===== config.mk =====
export PLATFORM = sky130hd
export DESIGN_NAME = xbus_router
export DESIGN_NICKNAME = d
export VERILOG_FILES = /design/src/rtl/xbus_router_pkg.sv /design/src/rtl/xbus_router_xaddr_match.sv /design/src/rtl/xbus_router.sv
export SDC_FILE = /design/constraint.sdc
export NUM_CORES = 1
export LEC_CHECK = 0
export CAP_MARGIN = 25
export CORE_AREA = 2 2 131 133
export CTS_CLUSTER_DIAMETER = 60
export DETAILED_ROUTE_END_ITERATION = 10
export DIE_AREA = 0 0 133 135
export GPL_TIMING_DRIVEN = 0
export PLACE_DENSITY_LB_ADDON = 0.08
export REMOVE_ABC_BUFFERS = 1
export SYNTH_ARGS = -nofsm -noshare
export SYNTH_HDL_FRONTEND = slang
export SYNTH_SLANG_ARGS = --single-unit

===== constraint.sdc =====
create_clock -name clk -period 2.9 [get_ports clk]
set_clock_uncertainty 0.05 [all_clocks]
set_input_delay 0.87 -clock clk [delete_from_list [all_inputs] [get_ports clk]]
set_output_delay 0.87 -clock clk [all_outputs]
set_load 0.02 [all_outputs]

===== src/rtl/xbus_router_pkg.sv =====
// -----------------------------------------------------------------------------
// xbus_router_pkg
// Shared definitions for the system bus router:
//   - FSM state encoding used by xbus_router
//   - default address / data widths
//   - base/mask constants of the standard slave windows (MEM, REGF, CPRT, EXT,
//     LED0, SW, BTN3) and packed default tables built from them, for use when
//     the router is instantiated in the system top
//   - width helper functions shared by the top and the address matcher
// No ports (package).
// -----------------------------------------------------------------------------
package xbus_router_pkg;

   typedef enum logic [1:0] {
      ST_IDLE = 2'd0,
      ST_WAIT = 2'd1,
      ST_DONE = 2'd2,
      ST_ERR  = 2'd3
   } xstate_e;

   localparam int XB_ADDR_W = 12;
   localparam int XB_DATA_W = 32;

   // Standard slave windows; a set mask bit means that address bit is compared.
   localparam logic [11:0] MEM_BASE  = 12'h000;
   localparam logic [11:0] MEM_MASK  = 12'hC00;
   localparam logic [11:0] REGF_BASE = 12'h400;
   localparam logic [11:0] REGF_MASK = 12'hF00;
   localparam logic [11:0] CPRT_BASE = 12'h500;
   localparam logic [11:0] CPRT_MASK = 12'hFF0;
   localparam logic [11:0] EXT_BASE  = 12'h800;
   localparam logic [11:0] EXT_MASK  = 12'h800;
   localparam logic [11:0] LED0_BASE = 12'h600;
   localparam logic [11:0] LED0_MASK = 12'hFFF;
   localparam logic [11:0] SW_BASE   = 12'h604;
   localparam logic [11:0] SW_MASK   = 12'hFFF;
   localparam logic [11:0] BTN3_BASE = 12'h608;
   localparam logic [11:0] BTN3_MASK = 12'hFFF;

   // Packed tables for a 7-slave system map, slave 0 in the low bits.
   localparam int XB_STD_N_SLV = 7;
   localparam logic [7*12-1:0] XB_STD_BASE = {BTN3_BASE, SW_BASE, LED0_BASE,
      EXT_BASE, CPRT_BASE, REGF_BASE, MEM_BASE};
   localparam logic [7*12-1:0] XB_STD_MASK = {BTN3_MASK, SW_MASK, LED0_MASK,
      EXT_MASK, CPRT_MASK, REGF_MASK, MEM_MASK};

   // Index width for n slaves; never zero so a single-slave build still has a bit.
   function automatic int idx_width(input int n);
      return (n > 1) ? $clog2(n) : 1;
   endfunction

   // Timeout counter width; kept at one bit when the timeout is disabled.
   function automatic int cnt_width(input int t);
      return (t > 0) ? $clog2(t + 1) : 1;
   endfunction

endpackage


===== src/rtl/xbus_router_xaddr_match.sv =====
// -----------------------------------------------------------------------------
// xaddr_match
// Combinational address decoder: compares addr against N_SLV base/mask windows
// and reports whether any window hit plus the lowest hitting index.
// Ports:
//   addr     in  ADDR_W  address to decode
//   hit      out 1       at least one window matches
//   hit_idx  out IDX_W   lowest matching window index (0 when no hit)
// -----------------------------------------------------------------------------
module xaddr_match
   import xbus_router_pkg::*;
#(
   parameter int                        ADDR_W   = XB_ADDR_W,
   parameter int                        N_SLV    = 8,
   parameter logic [N_SLV*ADDR_W-1:0]   SLV_BASE = '0,
   parameter logic [N_SLV*ADDR_W-1:0]   SLV_MASK = '0,
   parameter int                        IDX_W    = idx_width(N_SLV)
) (
   input  logic [ADDR_W-1:0] addr,
   output logic              hit,
   output logic [IDX_W-1:0]  hit_idx
);

   logic [N_SLV-1:0] match_s;

   // Per-window masked compare.
   always_comb begin
      match_s = '0;
      for (int i = 0; i < N_SLV; i++) begin
         if ((addr & SLV_MASK[i*ADDR_W +: ADDR_W]) ==
             (SLV_BASE[i*ADDR_W +: ADDR_W] & SLV_MASK[i*ADDR_W +: ADDR_W])) begin
            match_s[i] = 1'b1;
         end else begin
            match_s[i] = 1'b0;
         end
      end
   end

   // Priority encode: scan from the top down so the lowest index is written last.
   always_comb begin
      hit     = 1'b0;
      hit_idx = '0;
      for (int i = N_SLV - 1; i >= 0; i--) begin
         if (match_s[i]) begin
            hit     = 1'b1;
            hit_idx = IDX_W'(i);
         end else begin
            hit     = hit;
            hit_idx = hit_idx;
         end
      end
   end

endmodule


===== src/rtl/xbus_router.sv =====
// -----------------------------------------------------------------------------
// xbus_router
// CPU data-bus router: decodes the request address against N_SLV windows,
// drives a one-hot slave select, waits for the selected slave's completion with
// an optional no-response timeout, and returns a one-cycle ready pulse with the
// captured read data. Misses and timeouts raise a trap pulse and a sticky error
// holding the first failing address.
// Ports:
//   clk         in  1             system clock
//   rst         in  1             synchronous active-high reset
//   addr        in  ADDR_W        request address, held until ready
//   sel         in  1             request strobe, held until ready
//   ready       out 1             one-cycle completion pulse
//   data_to_rd  out DATA_W        captured read data, valid while ready=1
//   slv_sel     out N_SLV         one-hot slave select
//   slv_ready   in  N_SLV         per-slave completion
//   slv_rdata   in  N_SLV*DATA_W  packed per-slave read data
//   trap_sel    out 1             one-cycle pulse on miss or timeout
//   err_valid   out 1             sticky error flag
//   err_addr    out ADDR_W        address of first unacknowledged error
//   err_clr     in  1             clears err_valid (a new error wins)
// -----------------------------------------------------------------------------
module xbus_router
   import xbus_router_pkg::*;
#(
   parameter int                        ADDR_W   = XB_ADDR_W,
   parameter int                        DATA_W   = XB_DATA_W,
   parameter int                        N_SLV    = 8,
   parameter logic [N_SLV*ADDR_W-1:0]   SLV_BASE = '0,
   parameter logic [N_SLV*ADDR_W-1:0]   SLV_MASK = '0,
   parameter int                        TIMEOUT  = 15
) (
   input  logic                      clk,
   input  logic                      rst,
   input  logic [ADDR_W-1:0]         addr,
   input  logic                      sel,
   output logic                      ready,
   output logic [DATA_W-1:0]         data_to_rd,
   output logic [N_SLV-1:0]          slv_sel,
   input  logic [N_SLV-1:0]          slv_ready,
   input  logic [N_SLV*DATA_W-1:0]   slv_rdata,
   output logic                      trap_sel,
   output logic                      err_valid,
   output logic [ADDR_W-1:0]         err_addr,
   input  logic                      err_clr
);

   localparam int                 IDX_W   = idx_width(N_SLV);
   localparam int                 CNT_W   = cnt_width(TIMEOUT);
   localparam logic               TO_EN   = (TIMEOUT != 0) ? 1'b1 : 1'b0;
   localparam logic [CNT_W-1:0]   TO_LAST = (TIMEOUT != 0) ? CNT_W'(TIMEOUT - 1) : '0;
   localparam logic [CNT_W-1:0]   CNT_MAX = '1;

   xstate_e            state_r;
   xstate_e            next_state_s;
   logic [IDX_W-1:0]   idx_r;
   logic [CNT_W-1:0]   cnt_r;
   logic [ADDR_W-1:0]  req_addr_r;

   logic               hit_s;
   logic [IDX_W-1:0]   hit_idx_s;
   logic               sel_ready_s;
   logic [DATA_W-1:0]  sel_rdata_s;
   logic               timeout_s;
   logic [IDX_W-1:0]   sel_idx_s;
   logic [N_SLV-1:0]   slv_sel_nxt_s;
   logic               err_set_s;
   logic [ADDR_W-1:0]  err_addr_nxt_s;

   xaddr_match #(
      .ADDR_W   (ADDR_W),
      .N_SLV    (N_SLV),
      .SLV_BASE (SLV_BASE),
      .SLV_MASK (SLV_MASK),
      .IDX_W    (IDX_W)
   ) u_match (
      .addr    (addr),
      .hit     (hit_s),
      .hit_idx (hit_idx_s)
   );

   // Selected-slave completion and read data; other slaves' ready bits never reach the FSM.
   always_comb begin
      sel_ready_s = slv_ready[idx_r];
      sel_rdata_s = slv_rdata[idx_r*DATA_W +: DATA_W];
   end

   // Timeout fires in the WAIT cycle whose counter reaches TIMEOUT-1.
   always_comb begin
      if (TO_EN && (cnt_r == TO_LAST)) begin
         timeout_s = 1'b1;
      end else begin
         timeout_s = 1'b0;
      end
   end

   // Next-state logic; a ready in the last timeout cycle takes priority over the timeout.
   always_comb begin
      next_state_s = state_r;
      case (state_r)
         ST_IDLE: begin
            if (sel) begin
               if (hit_s) begin
                  next_state_s = ST_WAIT;
               end else begin
                  next_state_s = ST_ERR;
               end
            end else begin
               next_state_s = ST_IDLE;
            end
         end
         ST_WAIT: begin
            if (sel_ready_s) begin
               next_state_s = ST_DONE;
            end else if (timeout_s) begin
               next_state_s = ST_ERR;
            end else begin
               next_state_s = ST_WAIT;
            end
         end
         ST_DONE: next_state_s = ST_IDLE;
         ST_ERR:  next_state_s = ST_IDLE;
         default: next_state_s = ST_IDLE;
      endcase
   end

   // Next slave select: one-hot of the index that will be held in WAIT, else all low.
   always_comb begin
      slv_sel_nxt_s = '0;
      if (state_r == ST_IDLE) begin
         sel_idx_s = hit_idx_s;
      end else begin
         sel_idx_s = idx_r;
      end
      if (next_state_s == ST_WAIT) begin
         slv_sel_nxt_s[sel_idx_s] = 1'b1;
      end else begin
         slv_sel_nxt_s = '0;
      end
   end

   // Error capture: a miss reports the live address, a timeout the latched one.
   always_comb begin
      err_set_s = (next_state_s == ST_ERR) ? 1'b1 : 1'b0;
      if (state_r == ST_IDLE) begin
         err_addr_nxt_s = addr;
      end else begin
         err_addr_nxt_s = req_addr_r;
      end
   end

   // State, index, counter and request address registers.
   always_ff @(posedge clk) begin
      if (rst) begin
         state_r    <= ST_IDLE;
         idx_r      <= '0;
         cnt_r      <= '0;
         req_addr_r <= '0;
      end else begin
         state_r <= next_state_s;
         if ((state_r == ST_IDLE) && sel) begin
            idx_r      <= hit_idx_s;
            req_addr_r <= addr;
         end
         // Cleared on WAIT entry, saturates instead of wrapping.
         if ((state_r != ST_WAIT) && (next_state_s == ST_WAIT)) begin
            cnt_r <= '0;
         end else if ((state_r == ST_WAIT) && (cnt_r != CNT_MAX)) begin
            cnt_r <= cnt_r + CNT_W'(1);
         end
      end
   end

   // Registered handshake outputs, slave select and read data.
   always_ff @(posedge clk) begin
      if (rst) begin
         ready      <= 1'b0;
         trap_sel   <= 1'b0;
         slv_sel    <= '0;
         data_to_rd <= '0;
      end else begin
         ready    <= ((next_state_s == ST_DONE) || (next_state_s == ST_ERR)) ? 1'b1 : 1'b0;
         trap_sel <= (next_state_s == ST_ERR) ? 1'b1 : 1'b0;
         slv_sel  <= slv_sel_nxt_s;
         if (next_state_s == ST_DONE) begin
            data_to_rd <= sel_rdata_s;
         end else if (next_state_s == ST_ERR) begin
            data_to_rd <= '0;
         end
      end
   end

   // Sticky error flag and first-error address; set beats clear.
   always_ff @(posedge clk) begin
      if (rst) begin
         err_valid <= 1'b0;
         err_addr  <= '0;
      end else begin
         if (err_set_s) begin
            err_valid <= 1'b1;
         end else if (err_clr) begin
            err_valid <= 1'b0;
         end
         if (err_set_s && !err_valid) begin
            err_addr <= err_addr_nxt_s;
         end
      end
   end

endmodule


==> summary.txt, run 1 <==
Finish
  • # diodes: 0
  • Area delta synth->final: 48.8%
  • Final #Nets: 664
  • Fillers: 1725
  • Core Util, Final: 27.8%
  • Post-route non-filler standard cell count: 606
  • Most frequent cells in the layout: clkdlybuf4s50_1, dfxtp_1, inv_1, o211ai_1, o41ai_2
  • Fraction of layout cells with a size suffix above 1: 14.8%
  • Commonest non-fill, non-tap cell in the layout: clkdlybuf4s50_1

Clock network
  • H-tree Lvls: 3
  • Clock Sinks: 66
  • Worst-skew pair later-pin latency: 0.34 ns
  • Number of CTS-inserted buffers: 9
  • CTS Buffer Depth: 2
  • Post-CTS setup buffer count: 0
  • Root Driver: clkbuf_16
  • CTS tree: built
  • Clock Pin Slew Worst Setup and Hold Paths: 0.06 ns

Timing
  • Max-Slew Margin vs Limit: 47.8%
  • Unrepaired setup endpoints after global routing: false
  • Period utilisation layout: 94.6%
  • Max Slew Vio Count: 0
  • Finish-stage setup viols: 0
  • Final Hold Fails: 0
  • Tmin final: 2.74 ns
  • Max Freq: 365 MHz
  • Slew @ Worst Pin: 0.779 ns

Critical path
  • Critical Path Sink Type: register
  • Crit Reg-Reg Startpoint: state_r[0]$_SDFF_PP0_
  • CP arrival: 2.87 ns
  • Setup slack, reg-to-reg: 0.43 ns
  • Crit Path Max Fanout: 13
  • Startpoint Class: input port
  • Reg-to-Reg End: err_addr[7]$_SDFFE_PP0P_
  • CP peak stage delay: 0.71 ns
  • CP max-delay cell: nor4b_4
  • Cells along the critical path: clkdlybuf4s50_1, nor4b_4, and2_1, a311oi_1
  • Required @ worst endpoint: 3.03 ns
  • Setup CP Type: input port to register
  • Worst R2R Path Depth: 3

Place
  • Placer Congestion: 0.673
  • Buffers added on ports: 96
  • Post-DP HPWL: 6360 um
  • Placed Cells: 591

Hold path
  • WHS Endpoint: req_addr_r[9]$_SDFFE_PP0P_
  • HP Start: req_addr_r[9]$_SDFFE_PP0P_
  • Hold crit path type: register to register
  • Hold Crit Depth: 1

GRT
  • Largest net degree at the start of global routing: 43
  • Initial antenna violation count: 0
  • First-pass GRT wire length: 16000 um
  • GRT overflow: 0
  • Total GRT Usage: 11.7%
  • Vias in the first global route: 2788

Floorplanning
  • Die height: 135 um
  • Core area: 16400 um2
  • Starting Density: 18.7%
  • Row Count: 47
  • Num ports: 335
  • Die Area: 18000 um2
  • Die width: 133 um

Routing
  • Initial DRC Count: 65
  • Post-DR vias/cell: 4.43
  • Via count: 2687
  • Wire length per cell: 16.7 um
  • DRC errors left: 0
  • Pre-Repair DR Iteration Count: 4
  • Post-DRT Antenna Nets: 0
  • DRT Wirelength: 10200 um

Synth
  • Synth async-reset ratio: 0%
  • Synth cell types: 36
  • #FFs+latches synth: 66
  • Top_reg_cell synth: dfxtp_1
  • Ys Warns: 0
  • Syn avg cell area: 10.2 um2
  • Synth Cell Area: 3060 um2
  • Seq/Total Area, Yosys: 43.2%
  • Number of enable flip-flop cells after synthesis: 0
  • Post-Syn Instances: 299

Flow run
  • Max Cap Viol: 0

Run status
  • Status: complete, no violations

Power
  • LEAKAGE: 1.75 nW
  • PD cells: 526 nW/um2
  • Peak VDD IR: 287 uV
timing repair:
action / CTS / global route
hold buffers: 0 / 0
setup endpoints to repair: 12 / 0
resized for setup: 1 / 0
state kept, by name, summed over array words and instances (netlist names):
| signal | flops |
|---|---|
| data_to_rd | 32 |
| err_addr | 12 |
| req_addr_r | 12 |
| cnt_r | 4 |
| state_r | 2 |
| err_valid | 1 |
| ready | 1 |
| slv_sel | 1 |
| trap_sel | 1 |
routing by layer:
metal | part of all wire (%) | GRT usage (%) | vias up
met5 | 0 | 0 | -
met1 | 43 | 13.4 | 1293
met3 | 9.7 | 5.86 | 12
li1 | - | - | 1282
met4 | 1.9 | 4.48 | 0
met2 | 45 | 18.7 | 100
cells by family (layout without fill, tap and decap cells):
family / count (synthesis) / after routing / share of synthesized area [%]
simple gates: 34 / 34 / 6.29
fa+ha+maj: 2 / 2 / 0.817
other cells: 1 / 7 / 0.122
flops: 66 / 66 / 43.2
compound gates: 124 / 124 / 38.3
buf+inv: 72 / 153 / 11.3
metrics by stage:
step	cell area (um2)	TNS, ns	setup WS, ns	total power [W]	hold slack, ns
after floorplan	2870	-24.17	-0.783	0.00111	0.393
after global placement	4110	-196.32	-3.93	0.00128	0.405
after CTS	4560	0	0.132	0.00245	0.425
after global routing	4560	0	0.0664	0.00250	0.442
final	4560	0	0.157	0.00240	0.421
after detailed placement	4270	-13.98	-0.456	0.00132	0.407
critical path, delay by kind of cell:
family / cells / cell delay [ns]
and+or+nand+nor: 2 / 1.30
buffers and inverters: 1 / 0.53
AOI/OAI and AO/OA: 1 / 0.17
cells in the mapped netlist (4+ instances only):
cell / instances / area (um2)
a21oi_1: 12 / 60.1
a22o_1: 12 / 105
a311oi_1: 11 / 96.3
and3_1: 5 / 31.3
buf_2: 10 / 50.1
buf_4: 11 / 82.6
clkbuf_1: 12 / 45.0
dfxtp_1: 66 / 1320
inv_1: 34 / 128
nand2_1: 12 / 45.0
nor2_1: 5 / 18.8
o211ai_1: 32 / 240
o21ai_0: 14 / 70.1
o41ai_1: 4 / 35.0
o41ai_2: 28 / 455
layout make-up:
class                      count  area [um2]  area share, %
clock buffer                  12         246           5.41
clock inverter                 3        40.0          0.879
inverter                      35         133           2.91
multi-input combinational    167        1430           31.4
sequential                    66        1320           29.0
tap                          220         275           6.04
timing repair buffer         103        1110           24.4
power by group:
group | leakage, nW | switching, W | internal [W]
clock network | 0.142 | 0.000421 | 0.000682
logic | 1.07 | 0.000187 | 0.000148
registers | 0.535 | 0.0000217 | 0.000935
worst max-delay path by stage:
stage | endpoint | slack, ns | from
2_1_floorplan | slv_sel[0]$_SDFF_PP0_ | -0.78 | slv_ready[0]
3_3_place_gp | req_addr_r[3]$_SDFFE_PP0P_ | -3.93 | rst
3_5_place_dp | req_addr_r[8]$_SDFFE_PP0P_ | -0.46 | rst
4_1_cts | err_addr[3]$_SDFFE_PP0P_ | 0.13 | slv_ready[0]
5_1_grt | err_addr[9]$_SDFFE_PP0P_ | 0.07 | slv_ready[0]
6_report | err_addr[7]$_SDFFE_PP0P_ | 0.16 | slv_ready[0]
Power figures use the tool's default switching activity.
==> inputs of run 2 (changes only) <==
--- a/config.mk
+++ b/config.mk
@@ -13,6 +13,7 @@
 export GPL_TIMING_DRIVEN = 0
 export PLACE_DENSITY_LB_ADDON = 0.08
 export REMOVE_ABC_BUFFERS = 1
+export SLEW_MARGIN = 20
 export SYNTH_ARGS = -nofsm -noshare
 export SYNTH_HDL_FRONTEND = slang
 export SYNTH_SLANG_ARGS = --single-unit
==> summary.txt, run 2 (synthesis results as in run 1) <==
Run status
  • Status: complete, no violations

Routing
  • DRT Wirelength: 10100 um
  • Pre-Repair DR Iteration Count: 4
  • Post-DR vias/cell: 4.38
  • Initial DRC Count: 99
  • Wire length per cell: 16.7 um
  • Via count: 2645
  • Post-DRT Antenna Nets: 0
  • DRC errors left: 0

Finish
  • Commonest non-fill, non-tap cell in the layout: clkdlybuf4s50_1
  • Fraction of layout cells with a size suffix above 1: 14.6%
  • Most frequent cells in the layout: clkdlybuf4s50_1, dfxtp_1, inv_1, o211ai_1, o41ai_2
  • # diodes: 0
  • Post-route non-filler standard cell count: 604
  • Max reg flops: 32
  • Area delta synth->final: 48.3%
  • Regs by FF count: data_to_rd (32), err_addr (12), req_addr_r (12)
  • Final #Nets: 662
  • Largest reg by FF count: data_to_rd

Place
  • Post-DP HPWL: 6190 um
  • Placer Congestion: 0.673
  • Buffers added on ports: 96
  • Placed Cells: 589

Hold path
  • Hold crit path type: register to register
  • WHS Endpoint: req_addr_r[0]$_SDFFE_PP0P_
  • Hold Crit Depth: 1
  • HP Start: req_addr_r[0]$_SDFFE_PP0P_

Timing
  • Worst hold margin: 0.426 ns
  • Max Slew Vio Count: 0
  • Finish-stage setup viols: 0
  • Max-Slew Margin vs Limit: 47.9%
  • Final Hold Fails: 0
  • Slew @ Worst Pin: 0.778 ns
  • Max Freq: 366 MHz
  • Unrepaired setup endpoints after global routing: false
  • Period utilisation layout: 94.2%
  • Tmin final: 2.73 ns

Critical path
  • CP max-delay cell: and3_1
  • Critical Path Sink Type: register
  • Cell family with the largest share of critical-path delay: buffers and inverters
  • Cells along the critical path: buf_4, buf_12, clkinv_2, and3_1, a22o_1
  • Crit path buffers/inverters: 3
  • Setup slack, reg-to-reg: 0.45 ns
  • Startpoint Class: input port
  • Crit Reg-Reg Startpoint: state_r[0]$_SDFF_PP0_
  • CP peak stage delay: 0.58 ns
  • Crit Path Max Fanout: 37
  • CP arrival: 2.90 ns
  • Reg-to-Reg End: err_addr[9]$_SDFFE_PP0P_
  • Setup CP Type: input port to register
  • Worst R2R Path Depth: 3
  • Required @ worst endpoint: 3.07 ns

Clock network
  • Worst-skew pair later-pin latency: 0.34 ns
  • Clock Pin Slew Worst Setup and Hold Paths: 0.06 ns
  • Number of CTS-inserted buffers: 9
  • CTS Buffer Depth: 2
  • Clock Sinks: 66
  • CTS tree: built
  • H-tree Lvls: 3
  • Root Driver: clkbuf_16
  • Post-CTS setup buffer count: 0

GRT
  • Vias in the first global route: 2768
  • Initial antenna violation count: 0
  • GRT busiest layer: met2
  • Total GRT Usage: 11.7%
  • Largest net degree at the start of global routing: 43
  • First-pass GRT wire length: 16000 um
  • Met1 GRT Util: 13.5%
  • GRT overflow: 0
  • Met3 Usage GRT: 5.82%
  • Met2 usage: 18.8%

Power
  • Peak VDD IR: 331 uV
  • PD cells: 527 nW/um2
  • LEAKAGE: 1.74 nW

Floorplanning
  • Row Count: 47
  • Num ports: 335
  • Die height: 135 um
  • Die width: 133 um
  • Core area: 16400 um2
  • Die Area: 18000 um2
  • Starting Density: 18.7%

Flow run
  • Max Cap Viol: 0
-- run 2: worst max-delay path by stage --
stage                 startpoint                           to  slack [ns]  cells after the start
floorplan           slv_ready[0]        slv_sel[0]$_SDFF_PP0_       -0.78                      3
finish                       rst   req_addr_r[1]$_SDFFE_PP0P_        0.17                      5
detailed placement  slv_ready[0]  data_to_rd[31]$_SDFFE_PP0P_       -0.41                      5
global route        slv_ready[0]     err_addr[9]$_SDFFE_PP0P_       0.007                      4
CTS                 slv_ready[0]     err_addr[9]$_SDFFE_PP0P_        0.10                      4
global placement             rst   req_addr_r[3]$_SDFFE_PP0P_       -3.93                      4
-- run 2: power by group --
part	leakage [nW]	internal, W	total, W	switching [W]
clock	0.142	0.000682	0.00110	0.000420
combinational	1.06	0.000145	0.000332	0.000187
sequential	0.535	0.000935	0.000957	0.0000215
total	1.74	0.00176	0.00239	0.000628
-- run 2: final cells by class --
cell class	instances	area, um2
multi-input combinational	167	1440
clock inverter	3	40.0
inverter	35	133
timing repair buffer	101	1090
fill	1725	11900
sequential	66	1320
clock buffer	12	246
tap	220	275
-- run 2: layer usage --
metal  wire [um]  up-vias
met4         149        0
met1        4380     1283
met3         938       10
met2        4620       87
li1            -     1265
met5           0        -
-- run 2: repair_timing --
item / 4_1_cts / 5_1_grt
gates resized for setup: 1 / 0
hold buffers: 0 / 0
endpoints found under the setup margin: 16 / 0
-- run 2: metrics by stage --
stage	area [um2]	power [W]	utilization, %	TNS, ns	setup slack, ns
after CTS	4540	0.00245	27.7	0	0.101
after global routing	4540	0.00250	27.7	0	0.00720
final	4540	0.00239	27.7	0	0.168
after floorplan	2870	0.00111	-	-24.17	-0.783
after detailed placement	4250	0.00131	25.9	-15.32	-0.407
after global placement	4110	0.00128	25.0	-196.32	-3.93
==> inputs of run 3 (changes only) <==
--- a/config.mk
+++ b/config.mk
@@ -11,6 +11,7 @@
 export DETAILED_ROUTE_END_ITERATION = 10
 export DIE_AREA = 0 0 133 135
 export GPL_TIMING_DRIVEN = 0
+export HOLD_SLACK_MARGIN = 0.12
 export PLACE_DENSITY_LB_ADDON = 0.08
 export REMOVE_ABC_BUFFERS = 1
 export SLEW_MARGIN = 20
==> results of run 3 <==
Same layout as run 2: the final DEF is identical, and so are final timing and power.
==> variant: new RTL, settings of run 3 <==
`TIMEOUT`: 15 -> 30.
--- a/src/rtl/xbus_router.sv
+++ b/src/rtl/xbus_router.sv
@@ -29,5 +29,5 @@
    parameter logic [N_SLV*ADDR_W-1:0]   SLV_BASE = '0,
    parameter logic [N_SLV*ADDR_W-1:0]   SLV_MASK = '0,
-   parameter int                        TIMEOUT  = 15
+   parameter int                        TIMEOUT  = 30
 ) (
    input  logic                      clk,
Function: same outputs for any inputs over 10 cycles, from zero or initial values and one cycle with rst high; that may be too few to reach the edited logic, so the function may still have changed.
==> variant against run 3 <==
Design area is 5.3% higher; fmax is 10% higher; area after synthesis is 5.7% higher; total power is 2.6% higher; sequential cell count is 1 higher; sequential share of layout area is 1.1 points lower; global-route usage is 0.10 points higher; die area stayed put; final cell count is 7.1% higher; wire length is 0.39% higher; largest cell class unchanged; count of clock-buffer cells in the layout stayed put; critical path depth stayed put; via count is 4.4% higher; setup slack better by 0.26 ns.
==> variant: results (changes against run 3) <==
.. list-table::
   :header-rows: 1

   * - Metric
     - Value
   * - Cell with the largest stage delay on the worst path
     - sky130_fd_sc_hd__dfxtp_1
   * - Ranking of synthesized cells by instance count
     - 67 x sky130_fd_sc_hd__dfxtp_1, 45 x sky130_fd_sc_hd__o21ai_0, 33 x sky130_fd_sc_hd__inv_1
   * - Status
     - complete, no violations
   * - Half-perimeter wire length after placement
     - 6490 um (+4.9%)
   * - Largest voltage drop on the vdd net
     - 288.5 uV (-13%)
   * - Xor/xnor share of the synthesized area
     - 0.5412% (+0.54 points)
   * - Number of gates resized after cts
     - 0 (-1)
   * - Biggest fanout along the worst timing path
     - 31 (-16%)
   * - Sequential share of the synthesized area
     - 41.44% (-1.7 points)
   * - Global routing met1 resource utilization
     - 13.93% (+0.45 points)
   * - Drt via density
     - 4.267 (-2.6%)
   * - Wire length on met2
     - 4465 um (-3.3%)
   * - RD Place Congestion
     - 0.6669 (-0.92%)
   * - Aggregate global-route resource usage
     - 11.82% (+0.10 points)
   * - Post-layout nets
     - 706 (+6.6%)
   * - Layout cells sized above 1
     - 14.52% (-0.063 points)
   * - Iteration-0 DRC count of the detailed router
     - 99 (unchanged)
   * - Final Hold Vio Count
     - 0 (unchanged)
   * - Power after layout
     - 2.452 mW (+2.6%)
   * - Number of placed cells counting well taps
     - 627 (+6.5%)
   * - Wire length per cell
     - 15.64 um (-6.3%)
   * - Cell Area, Placed
     - 4442 sq um (+4.5%)
   * - Wire length of the first global-routing pass
     - 16,190 um (+1.4%)
   * - Slew of the pin with the lowest slew margin
     - 0.8259 ns (+0.04744 ns)
   * - Max Buffers Root-to-Sink
     - 2 (unchanged)
   * - Pin count of the biggest net entering global routing
     - 50 (+16%)
   * - Via count of the first global-routing pass
     - 2,865 (+3.5%)
   * - Largest stage delay on the critical path
     - 0.86 ns (+0.28 ns)
   * - Grt met2 use
     - 18.45% (-0.37 points)
   * - Mapped Cells
     - 338 (+13%)
   * - Synthesized-area fraction occupied by adder cells
     - 1.160% (+0.34 points)
   * - Unique masters post-synth
     - 37 (+2.8%)
   * - Setup slack after placement
     - -0.3684 ns (+0.03854 ns)
   * - Synth top area cells
     - sky130_fd_sc_hd__dfxtp_1 41%, sky130_fd_sc_hd__o41ai_2 14%, sky130_fd_sc_hd__o21ai_0 7.0%
   * - LEAKAGE
     - 1.864 nW (+7.1%)
   * - Compound-Gate Fraction of Synth Area
     - 33.24% (-5.0 points)
==> variant: final cells by class <==
class / count / area, sq um / area share (%)
multi-input cells: 204 / 1588 / 33.20
flip-flops and latches: 67 / 1341 / 28.05
repair buffers: 108 / 1151 / 24.07
well taps: 220 / 275.3 / 5.756
clock buffers: 12 / 256.5 / 5.364
inverters: 33 / 123.9 / 2.590
clock inverters: 3 / 46.29 / 0.9681
==> variant: worst paths after layout <==
path                                from                           to  slack, ns  cells after the start
min          req_addr_r[10]$_SDFFE_PP0P_  req_addr_r[10]$_SDFFE_PP0P_       0.42                      1
max                state_r[1]$_SDFF_PP0_  data_to_rd[15]$_SDFFE_PP0P_       0.42                      5
min reg2reg  req_addr_r[10]$_SDFFE_PP0P_  req_addr_r[10]$_SDFFE_PP0P_       0.42                      1
max reg2reg        state_r[1]$_SDFF_PP0_  data_to_rd[15]$_SDFFE_PP0P_       0.42                      5
==> variant: power by group <==
part / internal, mW / switching [mW]
registers: 0.950 / 0.0220
logic: 0.159 / 0.185
clock network: 0.711 / 0.426
==> variant: cell families after synthesis <==
family / count (synthesis)
simple gates: 69
buf+inv: 73
other cells: 1
xor+xnor: 2
flops: 67
compound gates: 123
fa+ha+maj: 3
==> variant: repair_timing <==
item,in CTS,in global routing
hold endpoints to repair,0,0
pin swaps,0,1
setup buffers,1,2
cloned,0,0
endpoints found under the setup margin,7,12
==> variant: worst max-delay path: cells and delay by family, from the launching register on <==
kind / cells / cell delay, ns
AND/OR/NAND/NOR: 2 / 0.85
AO/OA/AOI/OAI: 1 / 0.08
flip-flops: 1 / 0.86
buffers and inverters: 2 / 0.48
